File: src/rtl/mux_nto1_pipe.sv
// mux_nto1_pipe: N-to-1 channel selector feeding one registered valid/ready output slot.
// Define RR_ARB_EN to replace the external select with an internal round-robin arbiter.
module mux_nto1_pipe #(
  parameter  int W  = 5,
  parameter  int N  = 4,
  localparam int SW = $clog2(N)
) (
  input  logic           clk,
  input  logic           rst_n,
  input  logic [N*W-1:0] in_data,
  input  logic [N-1:0]   in_valid,
  output logic [N-1:0]   in_ready,
  input  logic [SW-1:0]  sel,
  output logic [W-1:0]   out_data,
  output logic [SW-1:0]  out_chan,
  output logic           out_valid,
  input  logic           out_ready
);

  logic [N-1:0]  grant;
  logic          canLoad;
  logic          xfer;
  logic [W-1:0]  loadData;
  logic [SW-1:0] loadChan;

  logic [W-1:0]  data_q, data_d;
  logic [SW-1:0] chan_q, chan_d;
  logic          valid_q, valid_d;

  assign canLoad  = !valid_q || out_ready;
  assign in_ready = grant & {N{canLoad}};
  assign xfer     = |(in_valid & in_ready);

`ifdef RR_ARB_EN
  localparam logic [SW-1:0] LAST_CH = SW'(N - 1);

  logic [SW-1:0] rr_ptr_q, rr_ptr_d;
  logic [SW-1:0] rrIdx;
  logic          unused_sel;

  assign unused_sel = ^sel;

  // Descending scan so the last hit is the one closest to rr_ptr.
  always_comb begin
    grant = '0;
    rrIdx = '0;
    for (int k = N - 1; k >= 0; k--) begin
      rrIdx = SW'((int'(rr_ptr_q) + k) % N);
      if (in_valid[rrIdx]) begin
        grant        = '0;
        grant[rrIdx] = 1'b1;
      end
    end
  end

  always_comb begin
    rr_ptr_d = rr_ptr_q;
    if (xfer) begin
      rr_ptr_d = (loadChan == LAST_CH) ? '0 : loadChan + 1'b1;
    end
  end

  always_ff @(posedge clk or negedge rst_n) begin
    if (!rst_n) begin
      rr_ptr_q <= '0;
    end else begin
      rr_ptr_q <= rr_ptr_d;
    end
  end
`else
  localparam logic [SW:0] NUM_CH = (SW + 1)'(N);

  // Out-of-range selects (non power-of-two N) grant nothing.
  always_comb begin
    grant = '0;
    if ({1'b0, sel} < NUM_CH) begin
      grant[sel] = 1'b1;
    end
  end
`endif

  always_comb begin
    loadData = '0;
    loadChan = '0;
    for (int i = 0; i < N; i++) begin
      if (grant[i]) begin
        loadData = in_data[i*W +: W];
        loadChan = SW'(i);
      end
    end
  end

  // A load overrides a drain, so back-to-back words flow without a bubble.
  always_comb begin
    data_d  = data_q;
    chan_d  = chan_q;
    valid_d = valid_q;
    if (xfer) begin
      data_d  = loadData;
      chan_d  = loadChan;
      valid_d = 1'b1;
    end else if (out_ready) begin
      valid_d = 1'b0;
    end
  end

  always_ff @(posedge clk or negedge rst_n) begin
    if (!rst_n) begin
      data_q  <= '0;
      chan_q  <= '0;
      valid_q <= 1'b0;
    end else begin
      data_q  <= data_d;
      chan_q  <= chan_d;
      valid_q <= valid_d;
    end
  end

  assign out_data  = data_q;
  assign out_chan  = chan_q;
  assign out_valid = valid_q;

endmodule

File: config.mk
export PLATFORM = sky130hd
export DESIGN_NAME = mux_nto1_pipe
export DESIGN_NICKNAME = d
export VERILOG_FILES = /design/src/rtl/mux_nto1_pipe.sv
export SDC_FILE = /design/constraint.sdc
export NUM_CORES = 1
export LEC_CHECK = 0
export BUFFER_PORTS_ARGS = -buffer_cell sky130_fd_sc_hd__buf_2
export CELL_PAD_IN_SITES_DETAIL_PLACEMENT = 2
export CELL_PAD_IN_SITES_GLOBAL_PLACEMENT = 2
export CORE_MARGIN = 10
export CORE_UTILIZATION = 21
export DETAILED_ROUTE_END_ITERATION = 10
export PLACE_DENSITY_LB_ADDON = 0.1
export SETUP_SLACK_MARGIN = 0.3
export SLEW_MARGIN = 20
export SYNTH_ARGS = -nofsm -noshare
export SYNTH_HDL_FRONTEND = slang
export SYNTH_SLANG_ARGS = --single-unit
File: constraint.sdc
create_clock -name clk -period 1.5 [get_ports clk]
set_input_delay 0.225 -clock clk [delete_from_list [all_inputs] [get_ports clk]]
set_output_delay 0.225 -clock clk [all_outputs]
set_load 0.1 [all_outputs]
==> metrics.txt <==
status finished, violations left; Adder-Cell Fraction of Synth Area 0%; Initial Utilization 22.59%; H-tree levels 1; crit path max fanout 3; Final Hold Viols 0; cts bufs inserted 3; RSZ-0062 raised after global routing yes; Total Wirelength 1988 um; Leakage 0.4756 nW; fin nets 114; f_max 0.6473 GHz; Clock Root Buffer clkbuf_4; row count 17; synth warn 0; Slew @ Worst Pin 487.3 ps; Worst Slack Setup Final -44.99 ps; initial antenna violation count 0; die area 0.004795 mm2; most frequent cells in the layout 29 x buf_2, 10 x buf_4, 7 x mux2_4, 7 x dfrtp_1, 6 x buf_12; most common cell after layout, fill and taps aside buf_2; Clk Latency, worst-skew pair 260 ps; Pre-antenna DRT Iters 2; Worst slew margin 67.74%; capturing element type of the critical path output pin; sequential share of the synthesized area 39.31%; DRC violations left 0; GRT Total Usage 7.712%; Worst Setup Start Kind flop; Post-DP HPWL 1755 um; Post-Syn Area 509.2 um2; fin crit share 103.0%; critical path's largest stage delay 480 ps; fin. max-slew vios 0; CTS Buffer Depth 2; chip height 69.25 um; post-DR wirelength/cell 17.75 um; via count 505; critical path's top delay family flip-flops; drt via density 4.509; CTS clock-pin slew for the worst setup and hold paths 60 ps; failing checks setup timing; # Max-Cap Violations 0; crit path buf inv count 1; global placement routability congestion 0.6783; Syn Inst Count 36; CP Class reg2out; critical path required time 1270 ps; Post-DRT Antenna Nets 0; P per Cell Area 1325 mW/mm2; min Tclk post-route 1545 ps; compound-gate portion of the synthesized area 5.160%; Layout fillers 246; clk sinks 8; Layout area overhead 93.61%; Mapped Avg Cell Area 14.15 um2; post-placement cell area 892.1 um2; worst IR drop on VDD 0.7088 mV; worst hold path type in2async; core area 0.002255 mm2; slowest CP cell dfrtp_4; Initial DRC Count 4; n_diodes 0; # IOs 41; dpl cells 105; Yosys reg bits 8; Distinct cells, synth 19; Non-Filler Instances 112; Final Skew 5.247 ps; fraction of final layout cells sized beyond drive strength 1 83.33%; mux share of post-synthesis cell area 40.29%; Chip Width 69.25 um; main combinational cell family by area after synthesis multiplexers; final instance area 985.9 um2; simple-gate area share of the yosys netlist 11.55%; Synth Net Count 65; port bufs 40; vias in the first global route 620; Post-Synth XOR/XNOR Area 0%; CTS tree done; total gr overflow 0; largest net degree at the start of global routing 9; Worst EP arrival 1320 ps; cells along the critical path nor2b_4, nor3b_4, buf_12; Final TNS setup -131.9 ps; Final setup violation count 9; first-pass GRT wire length 3029 um
## sequential cells by signal (all words and copies together) (netlist names)
register and count:
out_data 5, out_chan 2, out_valid 1
## metrics by stage
step | power (W) | setup WS (ps) | hold slack (ps) | util [%]
2_1_floorplan | 0.0009072 | -380.1 | -70.59 | -
5_1_grt | 0.001369 | -99.68 | 338.9 | 43.73
3_5_place_dp | 0.001085 | -44.40 | 73.07 | 39.57
4_1_cts | 0.001315 | -51.54 | 339.5 | 42.95
3_3_place_gp | 0.001073 | -11.61 | 69.92 | 39.57
6_report | 0.001307 | -44.99 | 332.3 | 43.73
## layout make-up
type                            instances  area (um2)  share of cell area (%)
Clock buffer                            4       26.28                   2.665
Inverter                                1       3.754                  0.3807
Multi-Input combinational cell         25       366.6                   37.18
Sequential cell                         8       203.9                   20.69
Tap cell                               28       35.03                   3.553
Timing Repair Buffer                   46       350.3                   35.53
## per-layer routing
layer	track usage (%)	vias to the layer above	share of wire (%)	routed length (um)
met2	12.70	29	52	1033
li1	-	235	-	-
met5	0	-	0	0
met4	4.656	0	0.80	16
met1	7.977	239	38	752
met3	3.138	2	9.4	186
## cells by family (layout without fill, tap and decap cells)
logic type	after synthesis	count (layout)
multiplexers	13	13
AND/OR/NAND/NOR	10	10
flip-flops	8	8
buffers and inverters	3	51
AO/OA/AOI/OAI	2	2
## path summary, 6_finish.rpt
kind	start	to	slack, ps	depth (start not counted)
setup / recovery	out_valid	in_ready[1]	-40	3
setup reg to reg	out_valid	out_data[0]	-10	5
hold reg to reg	out_data[4]	out_data[4]	520	1
max in group asynchronous	rst_n	out_valid	990	2
min in group clk	sel[1]	out_chan[1]	350	3
hold / removal	rst_n	out_data[2]	330	2
## cells in the mapped netlist, drive strengths merged
cell type  number  area, um2
dfrtp           8      200.2
mux2            7      82.57
mux4            5      112.6
nand2           2      7.510
nor3            2      15.01
a31oi           1      21.27
and3            1      7.510
buf             1      11.26
clkbuf          1      3.750
inv             1      3.750
mux2i           1      10.01
nand2b          1      6.260
nand3           1      5.000
nor2            1      3.750
nor2b           1      6.260
nor3b           1      7.510
o21ai           1      5.000
## what timing repair did
| action | in CTS | in global routing |
|---|---|---|
| cloned | 0 | 0 |
| hold buffers | 1 | 0 |
| gates resized for setup | 8 | 3 |
| endpoints found under the hold margin | 8 | 0 |
| buffers inserted | 1 | 1 |
| pin swaps | 1 | 1 |
| endpoints found under the setup margin | 19 | 13 |
## power breakdown
group          total (W)  switching, W  leakage [nW]  internal (W)
Combinational   0.000826      0.000571         0.368      0.000255
Clock           0.000176     0.0000738        0.0150      0.000102
Sequential      0.000305     0.0000331        0.0923      0.000272
Total            0.00131      0.000678         0.476      0.000628
No activity file was read; power rests on OpenSTA's default activity.
